--- src/rtl/mcu_exec_core.sv ---
// Execution core: instruction-decode control, 8-bit ALU with operand-2 mux,
// and a 16x8 data memory with asynchronous read and synchronous write.
module mcu_exec_core #(
    parameter int DMEM_DEPTH = 16,
    parameter int DW         = 8
) (
    input  logic          clk,
    input  logic          rst,
    input  logic [1:0]    stage,
    input  logic [11:0]   ir,
    input  logic [3:0]    sr,
    input  logic [DW-1:0] acc,
    input  logic [DW-1:0] dr,
    output logic          pc_e,
    output logic          acc_e,
    output logic          sr_e,
    output logic          ir_e,
    output logic          dr_e,
    output logic          pmem_e,
    output logic          pmem_le,
    output logic          dmem_e,
    output logic          dmem_we,
    output logic          alu_e,
    output logic          mux1_sel,
    output logic          mux2_sel,
    output logic [3:0]    alu_mode,
    output logic [DW-1:0] alu_out,
    output logic [3:0]    flags,
    output logic [DW-1:0] dmem_do
);

    localparam int AW = $clog2(DMEM_DEPTH);

    typedef enum logic [1:0] {
        ST_LOAD   = 2'd0,
        ST_FETCH  = 2'd1,
        ST_DECODE = 2'd2,
        ST_EXEC   = 2'd3
    } stage_e;

    always_comb begin
        pc_e     = 1'b0;
        acc_e    = 1'b0;
        sr_e     = 1'b0;
        ir_e     = 1'b0;
        dr_e     = 1'b0;
        pmem_e   = 1'b0;
        pmem_le  = 1'b0;
        dmem_e   = 1'b0;
        dmem_we  = 1'b0;
        alu_e    = 1'b0;
        mux1_sel = 1'b0;
        mux2_sel = 1'b0;
        alu_mode = 4'h0;
        case (stage_e'(stage))
            ST_LOAD: begin
                pmem_le = 1'b1;
                pmem_e  = 1'b1;
            end
            ST_FETCH: begin
                ir_e   = 1'b1;
                pmem_e = 1'b1;
            end
            ST_DECODE: begin
                if (ir[11:9] == 3'b001) begin
                    dr_e   = 1'b1;
                    dmem_e = 1'b1;
                end
            end
            ST_EXEC: begin
                if (ir[11]) begin
                    pc_e     = 1'b1;
                    acc_e    = 1'b1;
                    sr_e     = 1'b1;
                    alu_e    = 1'b1;
                    alu_mode = {1'b0, ir[10:8]};
                    mux1_sel = 1'b1;
                end else if (ir[10]) begin
                    // Conditional jump: a set flag selects ir[7:0] as next PC
                    pc_e     = 1'b1;
                    mux1_sel = ~sr[ir[9:8]];
                end else if (ir[9]) begin
                    pc_e     = 1'b1;
                    sr_e     = 1'b1;
                    alu_e    = 1'b1;
                    alu_mode = ir[7:4];
                    mux1_sel = 1'b1;
                    mux2_sel = 1'b1;
                    if (ir[8]) begin
                        acc_e = 1'b1;
                    end else begin
                        dmem_e  = 1'b1;
                        dmem_we = 1'b1;
                    end
                end else if (!ir[8]) begin
                    pc_e     = 1'b1;
                    mux1_sel = 1'b1;
                end else begin
                    pc_e = 1'b1;
                end
            end
            default: ;
        endcase
    end

    logic [DW-1:0] op1, op2, res, ax, ay;
    logic [DW:0]   sum;
    logic [2:0]    sh;
    logic          arith, sub, f_c, f_o;

    always_comb begin
        op1   = acc;
        op2   = mux2_sel ? dr : ir[7:0];
        sh    = op1[2:0];
        res   = '0;
        ax    = '0;
        ay    = '0;
        arith = 1'b0;
        sub   = 1'b0;
        case (alu_mode)
            4'h0: begin ax = op1; ay = op2; arith = 1'b1; end
            4'h1: begin ax = op1; ay = op2; arith = 1'b1; sub = 1'b1; end
            4'h2: res = op2;
            4'h3: res = op1;
            4'h4: res = op1 & op2;
            4'h5: res = op1 | op2;
            4'h6: res = op1 ^ op2;
            4'h7: begin ax = op2; ay = op1; arith = 1'b1; sub = 1'b1; end
            4'h8: begin ax = op2; ay = DW'(1); arith = 1'b1; end
            4'h9: begin ax = op2; ay = DW'(1); arith = 1'b1; sub = 1'b1; end
            4'hA: res = DW'(({op2, op2} << sh) >> DW);
            4'hB: res = DW'({op2, op2} >> sh);
            4'hC: res = op2 << sh;
            4'hD: res = op2 >> sh;
            4'hE: res = $unsigned($signed(op2) >>> sh);
            default: begin ax = '0; ay = op2; arith = 1'b1; sub = 1'b1; end
        endcase
        sum = sub ? ({1'b0, ax} - {1'b0, ay}) : ({1'b0, ax} + {1'b0, ay});
        if (arith) res = sum[DW-1:0];
        // Subtraction carry is the inverted borrow out of the extended result
        f_c = arith ? (sub ? ~sum[DW] : sum[DW]) : sr[2];
        f_o = 1'b0;
        if (arith) begin
            if (sub) f_o = (ax[DW-1] != ay[DW-1]) && (res[DW-1] != ax[DW-1]);
            else     f_o = (ax[DW-1] == ay[DW-1]) && (res[DW-1] != ax[DW-1]);
        end
        alu_out = alu_e ? res : '0;
        flags   = alu_e ? {(res == '0), f_c, res[DW-1], f_o} : sr;
    end

    logic [DW-1:0] mem_q [DMEM_DEPTH];
    logic [DW-1:0] mem_d [DMEM_DEPTH];
    logic [AW-1:0] addr;

    assign addr    = ir[AW-1:0];
    assign dmem_do = mem_q[addr];

    always_comb begin
        mem_d = mem_q;
        if (dmem_e && dmem_we) mem_d[addr] = alu_out;
    end

    always_ff @(posedge clk) begin
        if (!rst) begin
            for (int i = 0; i < DMEM_DEPTH; i++) mem_q[i] <= '0;
        end else begin
            mem_q <= mem_d;
        end
    end

endmodule

--- config.mk ---
export PLATFORM = sky130hd
export DESIGN_NAME = mcu_exec_core
export DESIGN_NICKNAME = d
export VERILOG_FILES = /design/src/rtl/mcu_exec_core.sv
export SDC_FILE = /design/constraint.sdc
export NUM_CORES = 1
export LEC_CHECK = 0
export CAP_MARGIN = 25
export CORE_MARGIN = 8
export CORE_UTILIZATION = 35
export CTS_CLUSTER_DIAMETER = 50
export DETAILED_ROUTE_END_ITERATION = 8
export DONT_BUFFER_PORTS = 1
export HOLD_SLACK_MARGIN = 0.02
export MAX_ROUTING_LAYER = met4
export PLACE_DENSITY = 0.61
export RECOVER_POWER = 100
export SYNTH_ARGS = -nofsm -noshare
export SYNTH_HDL_FRONTEND = slang
export SYNTH_SLANG_ARGS = --single-unit
export TNS_END_PERCENT = 5
--- constraint.sdc ---
create_clock -name clk -period 13.8 [get_ports clk]
set_clock_uncertainty 0.05 [all_clocks]
set_input_delay 1.38 -clock clk [delete_from_list [all_inputs] [get_ports clk]]
set_output_delay 1.38 -clock clk [all_outputs]
set_load 0.02 [all_outputs]
==> results by stage, run 1 <==
Synth:
- The number of warning messages in the yosys log is 0.
- The commonest register cell after synthesis is dfxtp_1.
- The post-synthesis cell type count is just under 80.
- Of the total synthesized cell area, the portion taken by AND, OR, NAND and NOR gates is 0.245.
- The summed instance area of the synthesized netlist is 8910 µm².
- Of the synthesized area, sequential elements account for 0.287.
- In the synthesized netlist the async set-or-reset flop fraction comes to 0.
- The number of register bits inferred by synthesis is 128.
- The mean cell area of the mapped netlist is approximately 8.1 µm².
- The adder and majority cell fraction of the synthesized area is 0.0387.
- Of the total synthesized cell area, the portion taken by XOR and XNOR cells is 0.0118.
- The number of nets handed over by synthesis was 1167.
- By area, the combinational part of the netlist is dominated by simple AND/OR/NAND/NOR gates.
- The synthesized-area fraction occupied by ao, oa, aoi and oai cells is 0.238.
- Measured against the total synthesized area, the mux share comes to 0.126.
- Yosys mapped a number of flops with a built-in enable equal to 0.
- Synthesis produced a netlist whose cell count is 1104.

Clocking:
- The cell at the root of the clock tree is clkbuf_16.
- The H-tree generated during clock tree synthesis spans 4 levels.
- TritonCTS built the clock tree.
- Post-CTS repair changed the size of 0 cells.
- For the worst-skew pair, the clock arrives at the later sink with an insertion delay of around 0.4 ns.
- The clock transition at the registers of the reported paths is 0.06 ns.
- The number of CTS-inserted buffers is 17.
- The post-cts hold buffer count is 0.
- The clock passes through at most 2 buffers.
- The number of setup buffers added after CTS is 0.
- The total number of clock tree sinks is 128.

GRT:
- The number of global-route vias before repair was approximately 8000.
- The initial antenna violation count came to 0.
- The first global-routing pass estimated 47000 µm of wire.
- After global routing the overflow that remains totals 0.
- Entering global routing, the biggest net connects 145 pins.
- For this run, the total global-route usage over all layers was measured as 0.199.

Pwr:
- The static leakage is 0.00334 µW.
- Power spread over the standard cell area amounts to 103 nW/µm².
- The worst-case IR drop observed on VDD is 0.0000870 V.

Detailed routing:
- For this block, the initial DRC count from the detailed router was 826.
- The residual DRC count is 0.
- The antenna violation net count after detailed routing is 0.
- The overall via count from detail_route is approximately 8300.
- In the routed layout, each cell is associated on average with a via count of 5.94.
- The number of optimization iterations in the first detailed-route pass is 5.
- The aggregate routed wire length is 30300 µm.
- The detail-routed net length per standard cell is 21.6 µm.

Placement:
- The post-detailed-placement half-perimeter wirelength is ~22000 µm.
- At the placement stage, the worst setup path has a slack of 5.41 ns.
- Routability-driven placement finished with a final weighted congestion of about 0.97.
- The quantity of I/O buffers inserted on ports is 0.
- After detailed placement, the total cell area comes to 9100 µm².

Final layout:
- At the end of the flow, the number of nets in the layout was ~1100.
- The number of filler cells placed in the layout is 2609.
- In the final layout, the share of cells above drive strength 1 is 0.0923.
- The area growth from synthesis to layout is 8.62%.
- mem_q holds more flip-flops than any other register.
- The number of diodes is 0.
- In the final layout, the registers with the most flip-flops are mem_q x128.
- With fillers left out, the area of the finished cells amounts to ~9700 µm².
- In the final layout, flip-flops and latches occupy 2560 µm².
- The area taken by multi-input logic gates is around 5800 µm².
- The register with the most flip-flops in the layout has 128 of them.

Timing:
- The hold violation total from the final report was 0.
- The achievable frequency is roughly 98 MHz.
- Setup total negative slack on the finished layout was measured at 0 ns.
- In the finished design, the share of the clock period the worst path needs comes to 0.736.
- Counting I/O delays and the setup requirement, the final critical path takes 10.15 ns.
- The worst setup slack after layout is 3.65 ns.
- For the pin with the worst max-slew slack, the measured transition is 2.10 ns.
- Setup violations remaining at the end of the flow were counted as 0.
- The total count of max-transition violations in the final report was 19.
- The normalized max-slew margin is -0.415.
- Setup repair after global routing left no endpoint under its margin.

Critical path:
- The critical path goes through nand2_1 -> inv_1 -> o21ai_0 -> inv_1 -> nor3_1 -> a31o_1 -> a221o_1 -> inv_1 -> ha_1 -> nor2_1 -> a21oi_1 -> ha_1 -> a21o_1 -> a21oi_1 -> o21ai_0 -> a2111oi_0 -> o21ai_0 -> nand3b_1 -> nand2_1 -> mux2i_1 -> o21ai_0.
- On the critical path, the stage with the largest delay is an instance of nor3_1.
- The critical path class is input pin to output pin.
- The most common cell type on the critical path is o21ai_0.
- The element type at the critical path end is an output pin.
- STA puts the critical path data arrival time at about 8.7 ns.
- The worst register-to-register path has a depth of 3.
- The largest driver fanout on the critical path is 18.
- The required time of the critical path is 12.37 ns.
- In this design, the stage delay of the slowest critical-path cell is 0.97 ns.
- STA classifies the critical path startpoint as an input pin.

Flow run:
- Max-cap violations in this run came to 1.

Floorplan:
- The floorplan has between 50 and 60 rows.
- The effective utilization at floorplan is 0.355.
- For this design the top-level I/O count stands at 72.
- The die is 176 µm tall.
- The placeable core area is 25100 µm².
- In this run the horizontal extent of the chip is 176 µm.
- The floorplan die area is 30800 µm².

Status:
- The checks that failed: max-capacitance violations, max-slew violations.
- The run finished, with violations left.

Hold path:
- The worst min-delay path category is flip-flop to flip-flop.
- The number of cells traversed by the worst hold path is 2.
==> cell usage after synthesis, types with 5 or more instances <==
library cell  instances  area, µm²
o211ai_1             12       90.1
inv_2                 6       22.5
nor2b_1              12       75.1
nor2_1               47        176
a21boi_1             42        315
xor2_1                5       43.8
o2111ai_1             5       43.8
a22oi_1              12       90.1
buf_2                13       65.1
and2_1               44        275
nand3_1              64        320
o21ai_1              32        160
buf_4                 5       37.5
mux2i_1               5       50.1
a31oi_1               6       37.5
a21oi_1              27        135
o21ai_0              56        280
a211oi_1             15        113
nand2b_1              8       50.1
clkbuf_1             52        195
a22o_1               11       96.3
inv_1                39        146
xnor2_1               7       61.3
nor3_1               14       70.1
a21boi_0             23        173
dfxtp_1             128       2560
and3_1               10       62.6
ha_1                 26        325
nand4_1              11       68.8
mux4_2               47       1060
a32oi_1              15        131
nand2_1             222        833
a221oi_1              5       43.8
==> through the flow <==
| step | cells | util | total power [µW] | hold slack [ns] |
|---|---|---|---|---|
| finish | 1403 | 0.386 | 996 | 0.405 |
| global route | 1403 | 0.386 | 1030 | 0.418 |
| CTS | 1403 | 0.388 | 1000 | 0.400 |
| detailed placement | 1371 | 0.362 | 514 | 0.393 |
| global placement | 1371 | 0.362 | 513 | 0.387 |
| floorplan | 1104 | - | 495 | 0.378 |
==> cell usage in the layout, fill, tap and decap left out, drive strengths merged, types with 10 or more instances in the layout <==
master	n
nand2	222
dfxtp	128
o21ai	91
a21boi	65
nand3	64
nor2	47
mux4	47
inv	47
and2	45
a21oi	28
ha	26
clkbuf	26
nor3	17
a211oi	16
a32oi	15
o211ai	13
a22oi	13
nor2b	12
nand4	11
a22o	11
and3	10
==> final cells by class <==
cell class | count | share of cell area
sequential | 128 | 0.265
timing repair buffer | 10 | 0.00504
inverter | 46 | 0.0178
clock buffer | 19 | 0.0447
tap | 330 | 0.0426
clock inverter | 13 | 0.0217
multi-input combinational | 857 | 0.603
==> worst paths after layout <==
kind                                 from         to  slack (ns)
worst max-delay path             stage[0]   flags[0]        3.65
worst min-delay path            mem_q[79]  mem_q[79]        0.41
worst max register to register  mem_q[13]  mem_q[13]       13.01
worst min register to register  mem_q[79]  mem_q[79]        0.41
==> kinds of logic (layout without fill, tap and decap cells) <==
| group | count (synthesis) | after routing |
|---|---|---|
| xor+xnor | 12 | 12 |
| mux | 53 | 53 |
| compound gates | 304 | 304 |
| simple gates | 461 | 461 |
| flops | 128 | 128 |
| buf+inv | 119 | 88 |
| fa+ha+maj | 27 | 27 |
==> metal layers <==
| metal | vias up | wire, µm | GRT usage |
|---|---|---|---|
| li1 | 3912 | - | - |
| met1 | 4001 | 13300 | 0.251 |
| met2 | 354 | 13800 | 0.304 |
| met3 | 64 | 2230 | 0.0505 |
| met4 | 0 | 975 | 0.0735 |
| met5 | - | 0 | - |
==> worst max-delay path: cells and delay by family <==
family / cells / cell delay [ns]
compound gates: 10 / 3.54
fa+ha+maj: 2 / 0.55
buf+inv: 3 / 1.42
mux: 1 / 0.14
simple gates: 5 / 1.68
==> power by group <==
group / leakage (µW) / total (µW) / internal, µW / switching (µW)
Combinational: 0.00200 / 135 / 49.4 / 85.4
Clock: 0.000308 / 492 / 321 / 171
Sequential: 0.00103 / 370 / 370 / 0.0305
Note: power is estimated with default switching activity, not from simulation.
==> inputs of run 2 (changes only) <==
--- a/config.mk
+++ b/config.mk
@@ -13,7 +13,7 @@
 export DONT_BUFFER_PORTS = 1
 export HOLD_SLACK_MARGIN = 0.02
 export MAX_ROUTING_LAYER = met4
-export PLACE_DENSITY = 0.61
+export PLACE_DENSITY = 0.63
 export RECOVER_POWER = 100
 export SYNTH_ARGS = -nofsm -noshare
 export SYNTH_HDL_FRONTEND = slang
==> constraint.sdc (replaced) <==
create_clock -name clk -period 8.71 [get_ports clk]
set_clock_uncertainty 0.05 [all_clocks]
set_input_delay 0.871 -clock clk [delete_from_list [all_inputs] [get_ports clk]]
set_output_delay 0.871 -clock clk [all_outputs]
set_load 0.02 [all_outputs]
==> run 2 against run 1 <==
Net effect:
- the flow now finishes without violations
- clock power rose by 52%
- power rose by 55%
- register-to-register slack lost 5.1 ns
- cell area fell by 0.40%
- global-route usage barely moved
- sequential cell count did not move
==> results by stage, run 2 (synthesized netlist as in run 1, its figures left out) <==
GRT:
- The wire length of the first global-routing pass is 47300 µm (+0.63%).
- The overall track demand over capacity in global routing is 0.199 (about the same).
- The maximum number of pins on one net before global-route repair came to 145 (unchanged).
- The number of global-route vias before repair came to 7962 (+0.14%).
- The overflow left after global routing was 0 (unchanged).
- The initial antenna violation count is 0 (unchanged).

Timing:
- Setup repair after global routing left no endpoint under its margin.
- The shortest clock period the worst path allows after layout is 7.86 ns.
- The portion of the clock cycle consumed by the worst path in the final layout is 0.903.
- The achievable frequency is 127 MHz.
- The hold violation total from the final report was 0 (unchanged).
- The final hold slack was 0.404 ns (-0.000987 ns).
- The total negative setup slack was 0 ns (unchanged).
- The total count of max-transition violations in the final report is 0 (-19).
- The normalized max-slew margin is 0.183 (+0.598).
- The number of endpoints failing setup at the final stage is 0 (unchanged).
- The transition time at the pin with the least slew margin is 1.22 ns (-0.885 ns).

Clocking:
- The worst-case clock buffer depth is 2 (unchanged).
- The CTS tree is yes.
- The number of CTS-inserted buffers came to 17 (unchanged).
- The tree is rooted in a clkbuf_16.
- The depth of the CTS H-tree is 4 (unchanged).
- The insertion delay of the later-clocked pin in the worst-skew pair was 0.41 ns (about the same).
- The total number of clock tree sinks is 128 (unchanged).
- The number of gates resized after cts is 0 (unchanged).
- The post-cts hold buffer count came to 0 (unchanged).
- The number of setup buffers added after CTS is 0 (unchanged).
- The clock transition at the registers of the reported paths is 0.06 ns (about the same).

Floorplan:
- The top-level port count is 72 (unchanged).
- The effective utilization at floorplan is 0.355 (unchanged).
- The placeable core area is 25100 µm² (unchanged).
- The floorplan die area is 30800 µm² (unchanged).
- The overall die height is 176 µm (unchanged).
- The number of cell rows is 58 (unchanged).
- The horizontal extent of the die is 176 µm (unchanged).

Detailed routing:
- The detail-routed net length per standard cell is 21.6 µm (about the same).
- The overall via count from detail_route is 8418 (+1.0%).
- The number of DRC markers after the initial detailed-route iteration is 1025 (+24%).
- The antenna violation net count after detailed routing is 0 (unchanged).
- The residual DRC count is 0 (unchanged).
- The number of optimization iterations in the first detailed-route pass came to 5 (unchanged).
- The aggregate routed wire length is 30200 µm (-0.13%).
- The per-cell via count in the routed design was 6.01 (+1.2%).

Placement:
- The count of placed standard cells including taps is 1370 (-0.073%).
- The cell area after placement is 9090 µm² (-0.12%).
- The quantity of I/O buffers inserted on ports is 0 (unchanged).
- The post-detailed-placement half-perimeter wirelength is 21800 µm (+0.29%).
- The global placer's final weighted congestion is 0.929 (-4.3%).

Final layout:
- The top cell types in the final layout, fill and taps aside, are nand2_1, dfxtp_1, o21ai_0.
- The number of filler cells placed in the layout is 2577 (-1.2%).
- Compared with the post-synthesis result, the final layout area differs by 8.18%.
- The register containing the most flip-flops in the final layout is mem_q.
- The number of diodes came to 0 (unchanged).
- The commonest non-fill, non-tap cell in the layout is nand2_1.
- In the final layout, the registers with the most flip-flops are mem_q x128.
- The flip-flop count of the largest register, all copies and words added is 128 (unchanged).
- The final cell count without fillers is 1401 (-0.14%).
- The share of layout cells above drive strength 1 is 0.0924 (+0.000172).
- The count of nets after finishing came to 1122 (-0.089%).
- The summed area of non-filler cells in the final layout is 9640 µm² (-0.40%).

Critical path:
- The setup slack on the worst flop-to-flop path is 7.92 ns (-5.09 ns).
- The worst register-to-register path ends at mem_q[37].
- The kind of start point of the critical path is an input pin.
- The delay of the slowest cell on the worst path is 0.64 ns (-0.33 ns).
- The slowest stage of the critical path is the a21oi_2 cell.
- The worst setup path is of the input pin to output pin kind.
- The start of the worst register-to-register path is mem_q[37].
- The arrival time at the worst endpoint is 6.94 ns (-1.78 ns).
- The largest driver fanout on the critical path is 18 (unchanged).
- Walking the worst path, the cells encountered are nand2_1 -> inv_1 -> o211ai_1 -> inv_2 -> nor3_2 -> a31o_1 -> a221o_1 -> inv_1 -> ha_1 -> nor2_1 -> a21oi_1 -> ha_1 -> a21o_1 -> a21oi_1 -> o21ai_0 -> a2111oi_0 -> nor3_1 -> nand3b_1 -> a21oi_2 -> a21o_1.
- The required time of the critical path was 7.79 ns (-4.58 ns).
- The element type at the critical path end is an output pin.
- The count of cells along the worst register-to-register path is 3 (unchanged).

Pwr:
- The worst ir drop on vdd is 0.000157 V (+80%).
- The sum of internal, switching and leakage power is 1550 µW (+55%).
- The power density relative to cell area is 160 nW/µm² (+56%).
- The static leakage was 0.00331 µW (-0.71%).

Hold path:
- The worst hold path belongs to the class flip-flop to flip-flop.
- The startpoint of the worst hold path is mem_q[84].
- The worst hold path terminates at mem_q[84].
- The number of cells traversed by the worst hold path is 2 (unchanged).

Flow run:
- The count of maximum capacitance violations came to 0 (-1).

Status:
- The run finished with clean final reports.
[run 2: cell count changes in the layout (fill, tap and decap cells not counted), sizes merged]
cell and delta:
clkbuf +5, buf -3, bufinv -2, clkinv -2, clkinvlp +2, inv -2
[run 2: per-stage QoR]
step	utilization	worst slack, ns
3_5_place_dp	0.362	1.17
4_1_cts	0.387	1.18
5_1_grt	0.384	0.350
6_report	0.384	0.848
2_1_floorplan	-	2.44
3_3_place_gp	0.362	1.33
[run 2: worst max-delay path by stage]
stage               startpoint  endpoint  slack (ns)  cells past startpoint
floorplan                ir[9]  flags[1]        2.44                     23
global placement      stage[0]  flags[1]        1.33                     20
detailed placement    stage[0]  flags[1]        1.17                     20
CTS                   stage[0]  flags[1]        1.18                     20
global route          stage[0]  flags[3]        0.35                     22
finish                stage[0]  flags[1]        0.85                     20
[run 2: worst max-delay path: cells and delay by family]
kind	cells	cell delay, ns
buffers and inverters	3	0.90
AO/OA/AOI/OAI	10	3.35
adder cells (fa/ha/maj)	2	0.53
AND/OR/NAND/NOR	5	1.26
[run 2: power by group]
group / switching (µW) / total (µW) / internal (µW) / leakage [µW]
logic: 136 / 214 / 77.6 / 0.00198
registers: 0.0486 / 586 / 586 / 0.00103
clock network: 261 / 746 / 485 / 0.000296
[run 2: area by class of cell]
class,instances,area (µm²),share of cell area
clock inverters,9,130,0.0135
flip-flops and latches,128,2560,0.266
well taps,330,413,0.0428
inverters,46,173,0.0179
clock buffers,22,494,0.0513
repair buffers,9,33.8,0.00350
multi-input cells,857,5840,0.605
[run 2: metal layers]
| metal | routed length (µm) | GRT usage | vias to the layer above | part of all wire |
|---|---|---|---|---|
| met2 | 13300 | 0.291 | 396 | 0.44 |
| met4 | 845 | 0.0678 | 0 | 0.028 |
| met3 | 2470 | 0.0406 | 62 | 0.082 |
| met5 | 0 | - | - | 0 |
| met1 | 13700 | 0.270 | 4046 | 0.45 |
| li1 | - | - | 3914 | - |
==> inputs of run 3 (changes only) <==
--- a/config.mk
+++ b/config.mk
@@ -13,7 +13,7 @@
 export DONT_BUFFER_PORTS = 1
 export HOLD_SLACK_MARGIN = 0.02
 export MAX_ROUTING_LAYER = met4
-export PLACE_DENSITY = 0.63
+export PLACE_DENSITY = 0.61
 export RECOVER_POWER = 100
 export SYNTH_ARGS = -nofsm -noshare
 export SYNTH_HDL_FRONTEND = slang
==> constraint.sdc (replaced) <==
create_clock -name clk -period 8.1 [get_ports clk]
set_clock_uncertainty 0.05 [all_clocks]
set_input_delay 0.81 -clock clk [delete_from_list [all_inputs] [get_ports clk]]
set_output_delay 0.81 -clock clk [all_outputs]
set_load 0.02 [all_outputs]
==> run 3 against run 2 <==
Net effect:
- cell area rose by 1.4%
- utilization up 0.54 points
- final cell count is 0.50% higher
- die area unchanged
- critical path depth grew 1
- count of clock-buffer cells in the layout is 4 lower
- hold slack lost 0.0029 ns
- power is 14% higher
- combinational power up 7%
- sequential cell count is the same
- worst setup slack improved by 0.0038 ns
- via count is 0.26% lower
- critical path type unchanged
- critical endpoint is now alu_out[7]
- largest cell class unchanged
- highest routed layer unchanged
==> results by stage, run 3 (synthesized netlist as in run 1, its figures left out) <==
Placement:
- The global placer's final weighted congestion is 1.01 (+9.1%).
- The post-detailed-placement half-perimeter wirelength is 21300 µm (-2.1%).
- The cell area after placement is 9140 µm² (+0.54%).
- The count of placed standard cells including taps came to 1376 (+0.44%).
- The quantity of I/O buffers inserted on ports is 0 (unchanged).
- The post-place setup slack was 0.991 ns (-0.181 ns).

Timing:
- The portion of the clock cycle consumed by the worst path in the final layout is 0.895.
- The transition time at the pin with the least slew margin is 1.19 ns (-0.0225 ns).
- The number of endpoints failing setup at the final stage is 0 (unchanged).
- The shortest clock period the worst path allows after layout is 7.25 ns.
- The hold violation total from the final report is 0 (unchanged).
- The total count of max-transition violations in the final report is 0 (unchanged).
- The normalized max-slew margin is 0.198 (+0.0151).
- The worst setup slack after layout was 0.852 ns (+0.00382 ns).
- The total negative setup slack came to 0 ns (unchanged).
- Setup repair after global routing left no endpoint under its margin.
- Static timing analysis puts the maximum clock frequency at 138 MHz.

Clocking:
- The post-cts hold buffer count was 0 (unchanged).
- The insertion delay of the later-clocked pin in the worst-skew pair is 0.41 ns (about the same).
- The total number of clock tree sinks was 128 (unchanged).
- The depth of the CTS H-tree is 4 (unchanged).
- The number of CTS-inserted buffers came to 17 (unchanged).
- The number of gates resized after cts was 0 (unchanged).
- The cell sitting at the root of the clock tree is a clkbuf_16.
- TritonCTS built the clock tree.
- The number of setup buffers added after CTS came to 0 (unchanged).
- The clock transition at the registers of the reported paths was 0.06 ns (about the same).
- The worst-case clock buffer depth is 2 (unchanged).

Final layout:
- The number of diodes is 0 (unchanged).
- The count of nets after finishing is 1128 (+0.53%).
- Leaving out fill and tap cells, the most frequent cells in the layout are nand2_1, dfxtp_1, o21ai_0.
- The number of filler cells placed in the layout is 2638 (+2.4%).
- The largest registers in the layout are mem_q x128.
- The summed area of non-filler cells in the final layout is 9780 µm² (+1.4%).
- The flip-flop count of the largest register, all copies and words added was 128 (unchanged).
- The share of layout cells above drive strength 1 is 0.0993 (+0.00682).
- Compared with the post-synthesis result, the final layout area differs by 9.70%.
- More flip-flops sit in one register than any other, and that register is mem_q.
- The final cell count without fillers came to 1408 (+0.50%).
- Leaving out fill and tap cells, the most frequent cell in the layout is nand2_1.

Critical path:
- The delay of the slowest cell on the worst path is 0.71 ns (+0.07 ns).
- The arrival time at the worst endpoint came to 6.39 ns (-0.55 ns).
- STA classifies the critical path startpoint as an input pin.
- By startpoint and endpoint, the worst setup path is classified as input pin to output pin.
- The library cell contributing the largest single delay on the critical path is a21oi_2.
- The largest driver fanout on the critical path was 18 (unchanged).
- The element type at the critical path end is an output pin.
- Traced cell by cell, the critical path runs through nand2_1 -> buf_4 -> inv_2 -> o21ai_2 -> inv_2 -> nor3_2 -> a31o_1 -> a221o_1 -> inv_1 -> ha_1 -> nor2_1 -> a21oi_1 -> ha_1 -> a21o_1 -> a21oi_1 -> o21ai_0 -> a2111oi_0 -> nor3_1 -> nand3b_1 -> a21oi_2 -> clkbuf_1.
- The required time of the critical path was 7.24 ns (-0.55 ns).

Detailed routing:
- The number of DRC markers after the initial detailed-route iteration came to 901 (-12%).
- The residual DRC count is 0 (unchanged).
- The number of optimization iterations in the first detailed-route pass is 5 (unchanged).
- The antenna violation net count after detailed routing was 0 (unchanged).
- The per-cell via count in the routed design is 5.96 (-0.76%).
- The detail-routed net length per standard cell is 21.0 µm (-2.8%).
- The aggregate routed wire length is 29500 µm (-2.3%).
- The overall via count from detail_route is 8396 (-0.26%).

Floorplan:
- The overall die height was 176 µm (unchanged).
- The floorplan die area came to 30800 µm² (unchanged).
- The horizontal extent of the die is 176 µm (unchanged).
- The placeable core area came to 25100 µm² (unchanged).
- The top-level port count is 72 (unchanged).
- The number of cell rows is 58 (unchanged).
- The effective utilization at floorplan is 0.355 (unchanged).

GRT:
- The number of global-route vias before repair is 7825 (-1.7%).
- The initial antenna violation count is 0 (unchanged).
- The wire length of the first global-routing pass came to 46900 µm (-0.82%).
- The maximum number of pins on one net before global-route repair is 145 (unchanged).
- The overall track demand over capacity in global routing came to 0.196 (-0.00317).
- The overflow left after global routing was 0 (unchanged).

Pwr:
- The worst ir drop on vdd is 0.000150 V (-4.3%).
- The power density relative to cell area was 180 nW/µm² (+13%).
- The static leakage is 0.00338 µW (+2.0%).

Status:
- The flow ran to the end, and the final reports show no timing, DRC or antenna violations.

Hold path:
- The worst min-delay path category is flip-flop to flip-flop.

Flow run:
- The count of maximum capacitance violations is 0 (unchanged).
-- run 3: changes by cell type in the layout (fill, tap and decap cells not counted), sizes merged --
cell,change
clkbuf,-3
bufinv,+4
clkinv,+3
buf,+5
clkinvlp,-2
-- run 3: layer usage --
metal | up-vias | share of wire | GRT usage
met2 | 371 | 0.45 | 0.300
met1 | 4045 | 0.45 | 0.262
met4 | 0 | 0.018 | 0.0427
met5 | - | 0 | -
li1 | 3931 | - | -
met3 | 49 | 0.082 | 0.0419
-- run 3: layout make-up --
cell class                 count  area (µm²)  area share
multi-input combinational    857        5850       0.599
sequential                   128        2560       0.262
clock buffer                  18         439      0.0449
tap                          330         413      0.0422
clock inverter                14         262      0.0267
inverter                      46         173      0.0177
timing repair buffer          15        75.1     0.00768
-- run 3: worst max-delay path, delay by kind of cell --
family | cells | cell delay (ns)
AO/OA/AOI/OAI | 9 | 2.94
adder cells (fa/ha/maj) | 2 | 0.54
buffers and inverters | 5 | 1.14
AND/OR/NAND/NOR | 5 | 0.94
-- run 3: final timing paths --
kind | startpoint | end | slack, ns | cells after the start
setup reg to reg | mem_q[97] | mem_q[97] | 7.31 | 3
hold / removal | mem_q[71] | mem_q[71] | 0.40 | 2
setup / recovery | stage[0] | alu_out[7] | 0.85 | 21
hold reg to reg | mem_q[71] | mem_q[71] | 0.40 | 2
-- run 3: per-stage QoR --
stage,hold slack [ns],power (µW),util
after floorplan,0.378,843,-
after global placement,0.387,876,0.364
after detailed placement,0.396,876,0.364
after CTS,0.404,1780,0.392
after global routing,0.429,1820,0.389
final,0.401,1760,0.389
-- run 3: power breakdown --
| part | leakage, µW | switching, µW | internal, µW | total [µW] |
|---|---|---|---|---|
| sequential | 0.00103 | 0.0526 | 630 | 630 |
| clock | 0.000336 | 288 | 616 | 904 |
| combinational | 0.00201 | 145 | 85.2 | 230 |
| total | 0.00338 | 433 | 1330 | 1760 |
